[src/rtl/uart_pkg.sv]
// Shared UART definitions for the transmitter and its rx_mod companion:
// oversampling ratio, FSM state encoding and a small constant helper.
package uart_pkg;

  localparam int OVERSAMPLE = 16;

  typedef enum logic [1:0] {
    IDLE  = 2'd0,
    START = 2'd1,
    DATA  = 2'd2,
    STOP  = 2'd3
  } uart_state_e;

  function automatic int max_int(input int a, input int b);
    return (a > b) ? a : b;
  endfunction

endpackage

[src/rtl/tx_mod.sv]
// UART transmitter: start bit, NB_DATA data bits LSB first, stop bit of
// STOP_TICKS baud ticks; 16 baud ticks per bit, line driven from a flop.
module tx_mod
  import uart_pkg::*;
#(
  parameter int NB_DATA    = 8,
  parameter int STOP_TICKS = 16
) (
  input  logic               i_clk,
  input  logic               i_reset_n,
  input  logic               i_s_tick,
  input  logic               i_tx_start,
  input  logic [NB_DATA-1:0] i_tx_data,
  output logic               o_tx,
  output logic               o_tx_busy,
  output logic               o_tx_done_tick
);

  localparam int SW = $clog2(max_int(OVERSAMPLE, STOP_TICKS));
  localparam int NW = max_int(1, $clog2(NB_DATA));

  localparam logic [SW-1:0] S_BIT_LAST  = SW'(OVERSAMPLE - 1);
  localparam logic [SW-1:0] S_STOP_LAST = SW'(STOP_TICKS - 1);
  localparam logic [NW-1:0] N_LAST      = NW'(NB_DATA - 1);

  uart_state_e        state, state_n;
  logic [SW-1:0]      s, s_n;
  logic [NW-1:0]      n, n_n;
  logic [NB_DATA-1:0] b, b_n;
  logic               tx_q, tx_n;
  logic               done;

  always_ff @(posedge i_clk or negedge i_reset_n) begin
    if (!i_reset_n) begin
      state <= IDLE;
      s     <= '0;
      n     <= '0;
      b     <= '0;
      tx_q  <= 1'b1;
    end else begin
      state <= state_n;
      s     <= s_n;
      n     <= n_n;
      b     <= b_n;
      tx_q  <= tx_n;
    end
  end

  always_comb begin
    state_n = state;
    s_n     = s;
    n_n     = n;
    b_n     = b;
    done    = 1'b0;
    case (state)
      IDLE: begin
        if (i_tx_start) begin
          b_n     = i_tx_data;
          s_n     = '0;
          state_n = START;
        end
      end
      START: begin
        if (i_s_tick) begin
          if (s == S_BIT_LAST) begin
            s_n     = '0;
            n_n     = '0;
            state_n = DATA;
          end else begin
            s_n = s + SW'(1);
          end
        end
      end
      DATA: begin
        if (i_s_tick) begin
          if (s == S_BIT_LAST) begin
            s_n = '0;
            b_n = b >> 1;
            if (n == N_LAST) state_n = STOP;
            else             n_n     = n + NW'(1);
          end else begin
            s_n = s + SW'(1);
          end
        end
      end
      STOP: begin
        if (i_s_tick) begin
          if (s == S_STOP_LAST) begin
            state_n = IDLE;
            done    = 1'b1;
          end else begin
            s_n = s + SW'(1);
          end
        end
      end
      default: state_n = IDLE;
    endcase

    // Line level follows the state being entered, so o_tx comes straight off a flop.
    case (state_n)
      START:   tx_n = 1'b0;
      DATA:    tx_n = b_n[0];
      default: tx_n = 1'b1;
    endcase
  end

  assign o_tx           = tx_q;
  assign o_tx_busy      = (state != IDLE);
  assign o_tx_done_tick = done;

endmodule

[config.mk]
export PLATFORM = sky130hd
export DESIGN_NAME = tx_mod
export DESIGN_NICKNAME = d
export VERILOG_FILES = /design/src/rtl/uart_pkg.sv /design/src/rtl/tx_mod.sv
export SDC_FILE = /design/constraint.sdc
export NUM_CORES = 1
export LEC_CHECK = 0
export ABC_AREA = 0
export CORE_MARGIN = 2
export CORE_UTILIZATION = 25
export DETAILED_ROUTE_END_ITERATION = 10
export PLACE_DENSITY_LB_ADDON = 0.3
export RECOVER_POWER = 50
export SYNTH_ARGS = -nofsm -noshare
export SYNTH_HDL_FRONTEND = slang
export SYNTH_SLANG_ARGS = --single-unit
[constraint.sdc]
create_clock -name i_clk -period 1.9 [get_ports i_clk]
set_input_delay 0.475 -clock i_clk [delete_from_list [all_inputs] [get_ports i_clk]]
set_output_delay 0.475 -clock i_clk [all_outputs]
set_load 0.03 [all_outputs]
==> out/qor.yml, run 1 <==
run_status:
  status: "complete, no violations"
clock_tree:
  cts_buffers: 3
  clock-sinks: 18
  ctsHoldBuffers: 0
  htree_levels: 1
  clk_pin_slew_ns: 0.07
  clock_latency_ns: 0.25
  clock_path_buffers: 2
  cts_tree: "done"
  cts-root-buf: "clkbuf_8"
routing:
  post_drt_wl_per_cell_um: 13.2
  ant_nets: 0
  vias_per_cell: 5.02
  vias: 928
  first_pass_iters: 4
  drt_iter0_markers: 66
  drt-total-wl_um: 2440
  drc: 0
synthesis:
  yosysWarnings: 0
  synth_seq_cells: 18
  synthArstFlopShare: 1.00
  synth_edf_count: 0
  ys_types: 36
  syn_inst: 111
  synth_top_area_share: 0.388
  yosysTopAreaCell: "dfrtp_1"
  ys_seq_area_frac: 0.412
  ys.flop_type: "dfrtp_1"
  avgSynthCellArea_sq_um: 9.87
  syn_nets: 130
  syn_area_sq_um: 1100
  synthTopCellsByArea: "dfrtp_1 39%, ha_1 8.0%, a22oi_1 4.1%"
placed_design:
  place_area_sq_um: 1310
  dp_hpwl_um: 1810
  port_buffers: 14
  gp_congestion: 0.763
grt:
  track_usage: 0.106
  grt_antenna_before_repair: 0
  grt_max_degree: 15
  grt_pass1_vias: 912
  grt_pass1_wl_um: 4270
  grt-ovfl-total: 0
sta:
  slew_headroom: 0.557
  hold_violations: 0
  setup_violations: 0
  max_freq_ghz: 0.547
  fin_crit_ns: 1.83
  finalMaxSlewViolations: 0
  skew_ns: 0.00278
  tightest_slew_ns: 0.664
  tns_ns: 0
  rsz0062_at_grt: "false"
  post-route-period-util: 0.962
finish:
  mostFrequentLayoutCells: "17 x dfrtp_1, 9 x nor2_1, 9 x clkdlybuf4s50_1, 9 x buf_4"
  utilization: 0.326
  final_common_cell: "dfrtp_1"
  finalNetCount: 153
  drive_gt1_frac: 0.241
  diodes: 0
  syn_to_final_growth_pct: 27.6
  fin_area_sq_um: 1400
  fillerInstances: 440
worst_hold_path:
  hp-class: "flip-flop to flip-flop"
die:
  die_y_um: 70.2
  die_w_um: 70.2
  io_pins: 15
  die_area_sq_um: 4930
  num_rows: 24
  initial_core_util: 0.255
  coreArea_sq_um: 4290
critical_path:
  crit_fanout: 5
  endpoint_kind: "output port"
  crit_arrival_ns: 1.35
  required_ns: 1.42
  start_kind: "flip-flop"
  path_class: "flip-flop to output port"
flow_run:
  max-cap-violations: 0
power_and_ir_drop:
  powerDensity_nw_per_um2: 827
  p_leak_nw: 0.595
  irDropWorstVdd_mv: 0.268
[power breakdown]
part	total [mW]	switching, mW	internal (mW)	leakage (nW)
registers	0.605	0.102	0.503	0.226
clock network	0.280	0.131	0.149	0.0228
logic	0.272	0.126	0.147	0.346
[metrics by stage]
stage | hold WS, ns | cells | power, mW | setup WS (ns)
2_1_floorplan | 0.179 | 111 | 0.758 | 0.199
3_3_place_gp | 0.503 | 179 | 0.836 | -0.153
3_5_place_dp | 0.513 | 179 | 0.862 | -0.169
4_1_cts | 0.486 | 183 | 1.14 | 0.00108
5_1_grt | 0.553 | 185 | 1.24 | 0.00499
6_report | 0.528 | 185 | 1.16 | 0.0717
[worst max-delay path: stages (launching register included)]
cell and delay [ns]:
dfrtp_1 0.42, ha_4 0.20, and4_1 0.20, and2_4 0.16
buf_6 0.13
[registers in the layout (all words and copies together), names as in the netlist]
name,flops
n,3
s,4
state,2
b,8
o_tx,1
[synth_stat cells, types with 2 or more instances]
library cell	number
o21ai_1	3
a21oi_2	4
buf_6	3
a22oi_1	6
nand3_1	2
dfrtp_1	17
a22o_1	3
and2_1	3
a32oi_1	2
ha_1	7
nor4_1	2
nor2_1	10
o21ai_0	8
nand2_1	8
nor3_1	2
inv_1	5
a21oi_1	5
buf_2	3
[final timing paths]
kind                       startpoint             end  slack, ns  cells past startpoint
setup / recovery                 s[1]  o_tx_done_tick       0.07                      4
min in group asynchronous   i_reset_n        state[1]       0.54                      1
max in group asynchronous   i_reset_n            s[1]       0.47                      2
hold reg to reg                  b[3]            b[3]       0.53                      2
hold / removal                   b[3]            b[3]       0.53                      2
setup reg to reg             state[0]            o_tx       0.12                      7
[logic make-up after synthesis]
| group | share of synthesized area |
|---|---|
| AO/OA/AOI/OAI | 0.268 |
| multiplexers | 0.0103 |
| flip-flops | 0.412 |
| AND/OR/NAND/NOR | 0.164 |
| buffers and inverters | 0.0651 |
| adder cells (fa/ha/maj) | 0.0799 |
[layer usage]
| metal | routed length (um) | up-vias | part of all wire | GRT usage |
|---|---|---|---|---|
| met5 | 0 | - | 0 | 0 |
| met4 | 27 | 0 | 0.011 | 0.0321 |
| met3 | 93 | 2 | 0.038 | 0.0303 |
| met2 | 1200 | 22 | 0.49 | 0.169 |
| met1 | 1120 | 450 | 0.46 | 0.140 |
| li1 | - | 454 | - | - |
[timing repair]
| action | in CTS | in global routing |
|---|---|---|
| pin swaps | 0 | 1 |
| buffers inserted | 0 | 2 |
| setup endpoints to repair | 3 | 5 |
| gates resized for setup | 4 | 7 |
[final cells by class]
class | instances | area, sq um | area share
Inverter | 6 | 22.5 | 0.0161
Tap cell | 52 | 65.1 | 0.0465
Sequential cell | 18 | 452 | 0.323
Multi-Input combinational cell | 81 | 603 | 0.431
Clock buffer | 4 | 45.0 | 0.0322
Timing Repair Buffer | 24 | 211 | 0.151
(Power assumes the default switching activity.)
==> run 2, diff against run 1 <==
MAX_ROUTING_LAYER = met4   (was default)
PLACE_DENSITY = 0.47   (was default)
PLACE_DENSITY_LB_ADDON = default   (was 0.3)
==> out/qor.yml, run 2 (synthesis gave the netlist of run 1 again) <==
sta:
  hold_violations: 0
  skew_ns: 0.00606
  max_freq_ghz: 0.549
  fin_ws_ns: 0.0789
  fin_crit_ns: 1.82
  tightest_slew_ns: 1.02
  setup_violations: 0
  post-route-period-util: 0.958
  rsz0062_at_grt: "true"
  finalMaxSlewViolations: 0
  slew_headroom: 0.317
finish:
  multi_input_area_sq_um: 599
  ff_latch_area_sq_um: 452
  finalNetCount: 156
  diodes: 0
  syn_to_final_growth_pct: 30.3
  fillerInstances: 454
  mostFrequentLayoutCells: "17 x dfrtp_1, 12 x buf_4, 9 x nor2_1, 9 x clkdlybuf4s50_1"
  utilization: 0.332
  final_common_cell: "dfrtp_1"
  reg_top3: "b: 8 flops, s: 4 flops, n: 3 flops"
  top_register: "b"
  largest_reg_flops: 8
  fin_area_sq_um: 1430
  drive_gt1_frac: 0.265
clock_tree:
  cts-root-buf: "clkbuf_8"
  ctsHoldBuffers: 0
  cts_tree: "done"
  clock-sinks: 18
  clock_latency_ns: 0.26
  clk_pin_slew_ns: 0.07
  clock_path_buffers: 2
  htree_levels: 1
  cts_buffers: 3
power_and_ir_drop:
  power.share.sequential: 0.506
  p_leak_nw: 0.614
  irDropWorstVdd_mv: 0.317
  intPower_uw: 833
  switchingPower_uw: 348
  p_comb_frac: 0.225
  swShare: 0.294
  power_frac_clock: 0.269
  powerDensity_nw_per_um2: 827
  p_total_mw: 1.18
routing:
  vias_per_cell: 4.76
  drc: 0
  post_drt_wl_per_cell_um: 12.3
  first_pass_iters: 4
  vias: 895
  ant_nets: 0
  drt_iter0_markers: 49
  drt-total-wl_um: 2300
die:
  die_area_sq_um: 4930
  initial_core_util: 0.255
  io_pins: 15
  coreArea_sq_um: 4290
  num_rows: 24
  die_y_um: 70.2
  die_w_um: 70.2
critical_path:
  slowest_stage: "dfrtp_1"
  worstReg2RegStart: "state[1]"
  r2r_end: "s[2]"
  required_ns: 1.42
  crit_fanout: 4
  max_stage_delay_ns: 0.42
  start_kind: "flip-flop"
  cp.depth: 4
  crit_family: "flip-flops"
  setup.worst_path.end: "o_tx_done_tick"
  startpoint: "s[1]"
  path_class: "flip-flop to output port"
  worst-path-buf-inv: 1
  rr_worst_depth: 6
  r2r_slack_ns: 0.13
  crit_arrival_ns: 1.35
  endpoint_kind: "output port"
  worstPathCellList: "ha_4 > and4_1 > and2_4 > buf_6"
grt:
  track_usage: 0.101
  grt_antenna_before_repair: 0
  grt_pass1_vias: 783
  grt_max_degree: 19
  grt-ovfl-total: 0
  grt_pass1_wl_um: 3770
worst_hold_path:
  min_from: "b[3]"
  hp-class: "flip-flop to flip-flop"
run_status:
  status: "complete, no violations"
flow_run:
  max-cap-violations: 0
placed_design:
  post-place-ws_ns: -0.209
  dp_hpwl_um: 1640
  place_area_sq_um: 1330
  gp_congestion: 0.783
  port_buffers: 14
run 2: cell count changes in the layout (fill, tap and decap cells not counted):
cell / change
ha_4: -1
buf_4: +3
inv_1: +1
clkbuf_1: -1
clkbuf_8: +1
ha_2: +1
inv_2: -1
nor4_1: -1
nor4_2: +1
run 2: per-stage QoR:
stage / hold slack [ns] / cells / setup TNS (ns)
after floorplan: 0.179 / 111 / 0
after global placement: 0.506 / 182 / -1.64
after detailed placement: 0.517 / 182 / -1.91
after CTS: 0.534 / 186 / 0
after global routing: 0.548 / 188 / 0
final: 0.525 / 188 / 0
run 2: worst min-delay path by stage:
stage,end,slack [ns],depth (start not counted)
2_1_floorplan,b[0],0.18,0
3_3_place_gp,b[2],0.51,2
3_5_place_dp,b[6],0.52,2
4_1_cts,b[3],0.53,2
5_1_grt,b[3],0.55,2
6_report,b[3],0.53,2
run 2: timing repair:
action | in CTS | in global routing
endpoints found under the hold margin | 0 | 0
pin swaps | 0 | 1
resized for setup | 4 | 6
endpoints found under the setup margin | 2 | 6
setup buffers | 0 | 2
run 2: final cells by class:
type	count	share of cell area
multi-input combinational	81	0.420
clock buffer	4	0.0386
tap	52	0.0456
timing repair buffer	27	0.164
sequential	18	0.316
inverter	6	0.0158
run 2: per-layer routing:
| layer | vias up | global-route usage | share of wire |
|---|---|---|---|
| li1 | 460 | - | - |
| met1 | 414 | 0.139 | 0.50 |
| met4 | 0 | 0.0385 | 0.016 |
| met3 | 4 | 0.0317 | 0.040 |
| met2 | 17 | 0.140 | 0.45 |
| met5 | - | - | 0 |
run 2: power groups by stage:
stage | Clock (mW) | Combinational, mW | Sequential [mW]
after detailed placement | 0 | 0.250 | 0.600
after global placement | 0 | 0.246 | 0.600
after floorplan | 0 | 0.168 | 0.590
after global routing | 0.359 | 0.302 | 0.617
final | 0.317 | 0.265 | 0.597
after CTS | 0.336 | 0.257 | 0.599
run 2: worst reg2reg max path, stage by stage, from the launching register on:
cell and delay (ns):
dfrtp_1 0.43, inv_1 0.12, ha_2 0.28, nor2_2 0.17
a21oi_1 0.09, or3_1 0.36, a21o_2 0.21
